===== src/rtl/l2_cache_pkg.sv =====
// Shared types and encodings for the L2 cache controller slice.
package l2_cache_pkg;

  typedef enum logic [2:0] {
    IDLE      = 3'd0,
    COMPARE   = 3'd1,
    WRITEBACK = 3'd2,
    ALLOCATE  = 3'd3,
    REFILL    = 3'd4
  } state_t;

  // data_array{0,1}_mux encodings
  localparam logic [1:0] DA_NONE = 2'b00;
  localparam logic [1:0] DA_BYTE = 2'b01;
  localparam logic [1:0] DA_LINE = 2'b10;

  // datain{0,1}_mux encodings
  localparam logic DIN_CPU  = 1'b0;
  localparam logic DIN_PMEM = 1'b1;

endpackage


===== src/rtl/l2_cache_control_if.sv =====
// Request/response handshakes around the L2 controller.
// Upstream: mem_read/mem_write are held by the requester until the one-cycle
// mem_resp pulse; mem_write wins when both are high. Downstream: pmem_read or
// pmem_write is held by the controller until the one-cycle pmem_resp pulse.
// The slave modport is the controller's view (it answers upstream and drives
// physical memory); the master modport is the surrounding system's view.
interface l2_cache_control_if;
  logic mem_read;
  logic mem_write;
  logic mem_resp;
  logic pmem_read;
  logic pmem_write;
  logic pmem_resp;

  modport slave (
    input  mem_read, mem_write, pmem_resp,
    output mem_resp, pmem_read, pmem_write
  );

  modport master (
    output mem_read, mem_write, pmem_resp,
    input  mem_resp, pmem_read, pmem_write
  );
endinterface


===== src/rtl/l2_sat_counter.sv =====
// Saturating event counter: holds at all-ones instead of wrapping.
module l2_sat_counter #(
  parameter int CNT_W = 32
) (
  input  logic             clk,
  input  logic             rst,
  input  logic             inc,
  output logic [CNT_W-1:0] count
);

  // Count up on inc until the maximum value is reached.
  always_ff @(posedge clk or negedge rst) begin
    if (!rst) begin
      count <= '0;
    end else if (inc && (count != {CNT_W{1'b1}})) begin
      count <= count + CNT_W'(1);
    end
  end

endmodule


===== src/rtl/l2_cache_control.sv =====
// Sequencing FSM for a 2-way write-back/write-allocate L2 cache datapath.
// Array reads are synchronous, so the tag compare happens one cycle after the
// request is seen. A miss refills the victim (lru) way, writing it back first
// if dirty, then retries the compare; the retry is not counted a second time.
module l2_cache_control
  import l2_cache_pkg::*;
#(
  parameter int CNT_W = 32
) (
  input  logic             clk,
  input  logic             rst,
  l2_cache_control_if.slave bus,
  input  logic             hit_way0,
  input  logic             hit_way1,
  input  logic             lru,
  input  logic             dirty0,
  input  logic             dirty1,
  output logic             load_mem_address_reg,
  output logic             load_pmem_reg,
  output logic             load_way0_tag,
  output logic             load_way1_tag,
  output logic             load_way0_valid,
  output logic             load_way1_valid,
  output logic             load_way0_dirty,
  output logic             load_way1_dirty,
  output logic             load_lru,
  output logic             valid_mux,
  output logic             dirty_mux,
  output logic             lru_mux,
  output logic [1:0]       data_array0_mux,
  output logic [1:0]       data_array1_mux,
  output logic             datain0_mux,
  output logic             datain1_mux,
  output logic             pmem_control,
  output logic             read_way0,
  output logic             read_way1,
  output logic             read_lru,
  output logic             read_way0_data,
  output logic             read_way1_data,
  output logic [CNT_W-1:0] hit_count,
  output logic [CNT_W-1:0] miss_count,
  output logic [2:0]       state_dbg
);

  localparam logic [2:0] ST_IDLE      = IDLE;
  localparam logic [2:0] ST_COMPARE   = COMPARE;
  localparam logic [2:0] ST_WRITEBACK = WRITEBACK;
  localparam logic [2:0] ST_ALLOCATE  = ALLOCATE;
  localparam logic [2:0] ST_REFILL    = REFILL;

  logic [2:0] state, state_next;
  logic       retry;      // current compare follows a refill of this request
  logic       req, hit, way;
  logic       hit_inc, miss_inc;

  assign req = bus.mem_read | bus.mem_write;
  assign hit = hit_way0 | hit_way1;
  assign way = hit_way1;

  // The datapath latches nothing on address and always reads its arrays.
  assign load_mem_address_reg = 1'b0;
  assign load_pmem_reg        = 1'b0;
  assign read_way0            = 1'b1;
  assign read_way1            = 1'b1;
  assign read_lru             = 1'b1;
  assign read_way0_data       = 1'b1;
  assign read_way1_data       = 1'b1;
  assign state_dbg            = state;

  // State register.
  always_ff @(posedge clk or negedge rst) begin
    if (!rst) state <= ST_IDLE;
    else      state <= state_next;
  end

  // Remember that a miss of the current request has already been counted.
  always_ff @(posedge clk or negedge rst) begin
    if (!rst)                     retry <= 1'b0;
    else if (state == ST_COMPARE) retry <= ~hit;
  end

  // Next-state and datapath control decode.
  always_comb begin
    state_next      = state;
    bus.mem_resp    = 1'b0;
    bus.pmem_read   = 1'b0;
    bus.pmem_write  = 1'b0;
    load_way0_tag   = 1'b0;
    load_way1_tag   = 1'b0;
    load_way0_valid = 1'b0;
    load_way1_valid = 1'b0;
    load_way0_dirty = 1'b0;
    load_way1_dirty = 1'b0;
    load_lru        = 1'b0;
    valid_mux       = 1'b0;
    dirty_mux       = 1'b0;
    lru_mux         = 1'b0;
    data_array0_mux = DA_NONE;
    data_array1_mux = DA_NONE;
    datain0_mux     = DIN_CPU;
    datain1_mux     = DIN_CPU;
    pmem_control    = 1'b0;
    hit_inc         = 1'b0;
    miss_inc        = 1'b0;
    case (state)
      ST_IDLE: begin
        if (req) state_next = ST_COMPARE;
      end
      ST_COMPARE: begin
        if (hit) begin
          bus.mem_resp = 1'b1;
          load_lru     = 1'b1;
          lru_mux      = ~way;
          hit_inc      = ~retry;
          if (bus.mem_write) begin
            dirty_mux = 1'b1;
            if (way) begin
              load_way1_dirty = 1'b1;
              data_array1_mux = DA_BYTE;
            end else begin
              load_way0_dirty = 1'b1;
              data_array0_mux = DA_BYTE;
            end
          end
          state_next = ST_IDLE;
        end else begin
          miss_inc   = ~retry;
          state_next = (lru ? dirty1 : dirty0) ? ST_WRITEBACK : ST_ALLOCATE;
        end
      end
      ST_WRITEBACK: begin
        pmem_control   = 1'b1;
        bus.pmem_write = 1'b1;
        if (bus.pmem_resp) begin
          if (lru) load_way1_dirty = 1'b1;
          else     load_way0_dirty = 1'b1;
          state_next = ST_ALLOCATE;
        end
      end
      ST_ALLOCATE: begin
        bus.pmem_read = 1'b1;
        if (bus.pmem_resp) begin
          valid_mux = 1'b1;
          if (lru) begin
            data_array1_mux = DA_LINE;
            datain1_mux     = DIN_PMEM;
            load_way1_tag   = 1'b1;
            load_way1_valid = 1'b1;
            load_way1_dirty = 1'b1;
          end else begin
            data_array0_mux = DA_LINE;
            datain0_mux     = DIN_PMEM;
            load_way0_tag   = 1'b1;
            load_way0_valid = 1'b1;
            load_way0_dirty = 1'b1;
          end
          state_next = ST_REFILL;
        end
      end
      ST_REFILL: begin
        state_next = ST_COMPARE;
      end
      default: state_next = ST_IDLE;
    endcase
  end

  // The requester must hold its request until it is answered.
  req_held_a: assert property (@(posedge clk) disable iff (!rst)
    (state != ST_IDLE) |-> req);

  l2_sat_counter #(.CNT_W(CNT_W)) u_hit_cnt (
    .clk(clk), .rst(rst), .inc(hit_inc), .count(hit_count)
  );

  l2_sat_counter #(.CNT_W(CNT_W)) u_miss_cnt (
    .clk(clk), .rst(rst), .inc(miss_inc), .count(miss_count)
  );

endmodule


===== src/flat_wrapper.sv =====
// flat-port wrapper written by rule: the top's interface ports become plain ports
module l2_cache_control_flat import l2_cache_pkg::*;
#(
  parameter int CNT_W = 32
)
  (clk, rst, hit_way0, hit_way1, lru, dirty0, dirty1, load_mem_address_reg, load_pmem_reg, load_way0_tag, load_way1_tag, load_way0_valid, load_way1_valid, load_way0_dirty, load_way1_dirty, load_lru, valid_mux, dirty_mux, lru_mux, data_array0_mux, data_array1_mux, datain0_mux, datain1_mux, pmem_control, read_way0, read_way1, read_lru, read_way0_data, read_way1_data, hit_count, miss_count, state_dbg, bus_mem_read, bus_mem_write, bus_pmem_resp, bus_mem_resp, bus_pmem_read, bus_pmem_write);
  l2_cache_control_if bus_i ();
  input  logic clk;
  input  logic rst;
  input  logic hit_way0;
  input  logic hit_way1;
  input  logic lru;
  input  logic dirty0;
  input  logic dirty1;
  output logic load_mem_address_reg;
  output logic load_pmem_reg;
  output logic load_way0_tag;
  output logic load_way1_tag;
  output logic load_way0_valid;
  output logic load_way1_valid;
  output logic load_way0_dirty;
  output logic load_way1_dirty;
  output logic load_lru;
  output logic valid_mux;
  output logic dirty_mux;
  output logic lru_mux;
  output logic [1:0] data_array0_mux;
  output logic [1:0] data_array1_mux;
  output logic datain0_mux;
  output logic datain1_mux;
  output logic pmem_control;
  output logic read_way0;
  output logic read_way1;
  output logic read_lru;
  output logic read_way0_data;
  output logic read_way1_data;
  output logic [CNT_W-1:0] hit_count;
  output logic [CNT_W-1:0] miss_count;
  output logic [2:0] state_dbg;
  input wire logic [$bits(bus_i.mem_read)-1:0] bus_mem_read;
  input wire logic [$bits(bus_i.mem_write)-1:0] bus_mem_write;
  input wire logic [$bits(bus_i.pmem_resp)-1:0] bus_pmem_resp;
  output wire logic [$bits(bus_i.mem_resp)-1:0] bus_mem_resp;
  output wire logic [$bits(bus_i.pmem_read)-1:0] bus_pmem_read;
  output wire logic [$bits(bus_i.pmem_write)-1:0] bus_pmem_write;
  assign bus_i.mem_read = bus_mem_read;
  assign bus_i.mem_write = bus_mem_write;
  assign bus_i.pmem_resp = bus_pmem_resp;
  assign bus_mem_resp = bus_i.mem_resp;
  assign bus_pmem_read = bus_i.pmem_read;
  assign bus_pmem_write = bus_i.pmem_write;
  l2_cache_control #(.CNT_W(CNT_W)) u_core (.clk(clk), .rst(rst), .bus(bus_i), .hit_way0(hit_way0), .hit_way1(hit_way1), .lru(lru), .dirty0(dirty0), .dirty1(dirty1), .load_mem_address_reg(load_mem_address_reg), .load_pmem_reg(load_pmem_reg), .load_way0_tag(load_way0_tag), .load_way1_tag(load_way1_tag), .load_way0_valid(load_way0_valid), .load_way1_valid(load_way1_valid), .load_way0_dirty(load_way0_dirty), .load_way1_dirty(load_way1_dirty), .load_lru(load_lru), .valid_mux(valid_mux), .dirty_mux(dirty_mux), .lru_mux(lru_mux), .data_array0_mux(data_array0_mux), .data_array1_mux(data_array1_mux), .datain0_mux(datain0_mux), .datain1_mux(datain1_mux), .pmem_control(pmem_control), .read_way0(read_way0), .read_way1(read_way1), .read_lru(read_lru), .read_way0_data(read_way0_data), .read_way1_data(read_way1_data), .hit_count(hit_count), .miss_count(miss_count), .state_dbg(state_dbg));
endmodule

===== config.mk =====
export PLATFORM = sky130hd
export DESIGN_NAME = l2_cache_control_flat
export DESIGN_NICKNAME = d
export VERILOG_FILES = /design/src/rtl/l2_cache_pkg.sv /design/src/rtl/l2_cache_control_if.sv /design/src/rtl/l2_sat_counter.sv /design/src/rtl/l2_cache_control.sv /design/src/flat_wrapper.sv
export SDC_FILE = /design/constraint.sdc
export NUM_CORES = 1
export LEC_CHECK = 0
export CORE_AREA = 2 2 93 95
export CTS_CLUSTER_DIAMETER = 80
export DETAILED_ROUTE_END_ITERATION = 6
export DIE_AREA = 0 0 95 97
export GPL_ROUTABILITY_DRIVEN = 0
export MAX_ROUTING_LAYER = met4
export PLACE_DENSITY = 0.82
export RECOVER_POWER = 50
export SETUP_SLACK_MARGIN = 0.4
export SYNTH_ARGS = -nofsm -noshare
export SYNTH_HDL_FRONTEND = slang
export SYNTH_HIERARCHICAL = 1
export SYNTH_SLANG_ARGS = --single-unit

===== constraint.sdc =====
create_clock -name clk -period 3 [get_ports clk]
set_input_delay 0.6 -clock clk [delete_from_list [all_inputs] [get_ports clk]]
set_output_delay 0.6 -clock clk [all_outputs]
set_load 0.1 [all_outputs]

==> reports/metrics.json <==
{
  "grt": {
    "grt_start_max_net_pins": 40,
    "number_of_antenna_violations_at_the_first_check_in_global_routing": 0,
    "first_global_vias": 2884,
    "first_pass_grt_wire_length_um": 13740,
    "globalRouteOverflowTotal": 0,
    "track_usage_pct": 18.99
  },
  "sta": {
    "report.final.slew_viol_count": 30,
    "unrepaired_setup_endpoints_after_global_routing": "true",
    "fmaxAchievable_mhz": 370.1,
    "finalSetupTns_ns": 0,
    "max_slew_margin_pct": -10.93,
    "final_critical_path_required_period_ns": 2.702,
    "worst_pin_slew_ns": 1.664,
    "finalHoldViolCount": 0,
    "post-route-period-util_pct": 90.06,
    "finalHoldWorstSlack_ns": 0.4936,
    "fin_skew_ns": 0.008312,
    "setup_violations": 0
  },
  "die": {
    "fp.dieArea_sq_um": 9215,
    "rows": 33,
    "core_area_sq_um": 8134,
    "die_width_um": 95,
    "dieHeight_um": 97,
    "total_i_o_pin_count": 104,
    "initial_core_util_pct": 44.29
  },
  "synth": {
    "yosysTopAreaCell": "dfrtp_1",
    "synth_common_cells": "68 x dfrtp_1, 35 x nand2_1, 31 x xnor2_1, 30 x nor2_1, 29 x xor2_1",
    "synthArstFlopShare_pct": 100.0,
    "synthCells": 351,
    "synth_top_flop_cell": "dfrtp_1",
    "netlist.area_leader.share_pct": 47.24,
    "synth-seq-cells": 68,
    "netlist_area_sq_um": 3602,
    "synth-edff-count": 0,
    "post-synth-top-count-cell": "dfrtp_1",
    "post_synth_num_cell_types": 50,
    "yosysSeqAreaShare_pct": 47.24,
    "syn_avg_cell_area_sq_um": 10.26,
    "ys_warn_count": 6,
    "synthTopCellsByArea": "dfrtp_1 47%, xnor2_1 7.5%, xor2_1 7.1%, nand2_1 3.6%, nand4_1 3.5%"
  },
  "finish": {
    "drive_above_1_share_pct": 29.76,
    "stdcell_area_sq_um": 4836,
    "post_layout_cell_count": 562,
    "antennaDiodeCount": 0,
    "layout-area-overhead-vs-synth_pct": 34.25,
    "finalNetCount": 464,
    "final_util_pct": 59.45
  },
  "run_status": {
    "failed_checks": "capacitance limit, slew limit",
    "outcome": "finished, violations left"
  },
  "hold_path": {
    "hold_path_depth": 1,
    "hold_path_class": "reg -> reg"
  },
  "setup_path": {
    "cp-start-kind": "input pin",
    "worstPathRequired_ns": 2.40,
    "reg2regPathDepth": 8,
    "critical_path_peak_fanout": 5,
    "setup.worst_path.class": "in -> out",
    "critical_path_arrival_ns": 2.10,
    "cp-end-kind": "output port"
  },
  "detailed_routing": {
    "drc": 0,
    "drt_antenna_net_count": 0,
    "dr.first_iter.drc_count": 87,
    "detail_route.wl_per_cell_um": 14.91,
    "post_drt_via_cell_ratio": 5.283,
    "dr_total_vias": 2969,
    "dr.pass1.iters": 4,
    "routed_wirelength_um": 8377
  },
  "placement": {
    "dp_hpwl_um": 6316,
    "place_area_sq_um": 4758,
    "total_of_buffers_placed_on_input_and_output_ports": 96,
    "post-place-cells": 546
  },
  "clocking": {
    "postCtsHoldBufs": 0,
    "worst_setup_hold_path_clk_slew_ns": 0.07,
    "clk_latency_ns": 0.33,
    "cts_made_buffers": 9,
    "postCtsSetupRepairBufs": 0,
    "ctsRootBufferMaster": "clkbuf_8",
    "clock_path_buffers": 2,
    "cts_tree": "done",
    "number_of_clock_sinks": 68,
    "cts_max_level": 3
  },
  "power": {
    "vdd.ir_drop.worst_mv": 0.7035,
    "power.density_cell_area_nw_per_um2": 743.9,
    "cellLeakagePower_nw": 2.129
  },
  "job": {
    "max_capacitance_violation_count": 1
  }
}
## report_power, final
part	internal [mW]	switching (mW)	leakage, nW
Clock	0.427	0.332	0.102
Combinational	0.433	1.25	1.16
Sequential	1.01	0.141	0.867
## metal layers
| layer | GRT usage [%] | up-vias | routed length (um) |
|---|---|---|---|
| met5 | - | - | 0 |
| met4 | 6.689 | 0 | 76 |
| met3 | 4.517 | 6 | 508 |
| met2 | 29.90 | 103 | 4183 |
| met1 | 23.85 | 1447 | 3608 |
| li1 | - | 1413 | - |
## registers in the layout (all words and copies together), names as in the netlist
name and count:
u_core/u_miss_cnt/count 32, u_core/state_dbg 3, u_core/u_hit_cnt/count 32, u_core/retry 1
## worst paths after layout
path	start	endpoint	slack (ns)
max in group asynchronous	rst	u_core/state_dbg[0]$_DFFE_PN0P_	1.12
min reg2reg	u_core/u_miss_cnt/count[23]$_DFFE_PN0P_	u_core/u_miss_cnt/count[23]$_DFFE_PN0P_	0.49
max reg2reg	u_core/state_dbg[0]$_DFFE_PN0P_	u_core/u_miss_cnt/count[20]$_DFFE_PN0P_	0.66
min in group asynchronous	rst	u_core/u_hit_cnt/count[6]$_DFFE_PN0P_	0.69
min	u_core/u_miss_cnt/count[23]$_DFFE_PN0P_	u_core/u_miss_cnt/count[23]$_DFFE_PN0P_	0.49
max	hit_way1	load_way1_dirty	0.30
## worst max-delay path: stages
cell	delay [ns]
dlygate4sd3_1	0.56
clkbuf_1	0.36
and3_4	0.30
a31o_4	0.11
buf_12	0.17
## cell usage in the layout (no fill, tap or decap), types with 6 or more instances in the layout
master,instances
and2_1,6
and3_1,6
and4_1,7
buf_12,18
buf_4,37
clkbuf_1,42
clkbuf_8,11
conb_1,7
dfrtp_1,39
dfrtp_2,27
inv_1,9
nand2_1,34
nand3_1,17
nand4_1,20
nor2_1,26
nor3_1,13
xnor2_1,31
xor2_1,29
## per-stage QoR
stage               setup WS (ns)  power (mW)
finish                     0.2983       3.598
global route               0.1969       3.745
CTS                        0.4383       3.648
detailed placement         0.1035       2.880
global placement           0.2500       2.854
floorplan                  0.3545       2.460
## cell type report
type / count / area (sq um)
clock inverter: 4 / 47.55
sequential: 68 / 1743
inverter: 9 / 33.78
tap: 105 / 131.4
timing repair buffer: 104 / 872.1
multi-input combinational: 260 / 1853
clock buffer: 12 / 155.1
fill: 718 / 3298
## kinds of logic (layout without fill, tap and decap cells)
family                     count (synthesis)  count (layout)  share of synthesized area (%)
adders and majority gates                  2               2                         0.6946
AOI/OAI and AO/OA                         20              20                          5.315
buffers and inverters                     28             129                          5.002
xor gates and xnor gates                  60              60                          14.59
muxes                                      5               5                          1.528
other                                      2               7                         0.2085
DFF                                       68              68                          47.24
and+or+nand+nor                          166             166                          25.43
## timing repair
item | 4_1_cts | 5_1_grt
pin swaps | 0 | 0
setup endpoints to repair | 1 | 2
resized for setup | 1 | 3
(Power assumes the default switching activity.)
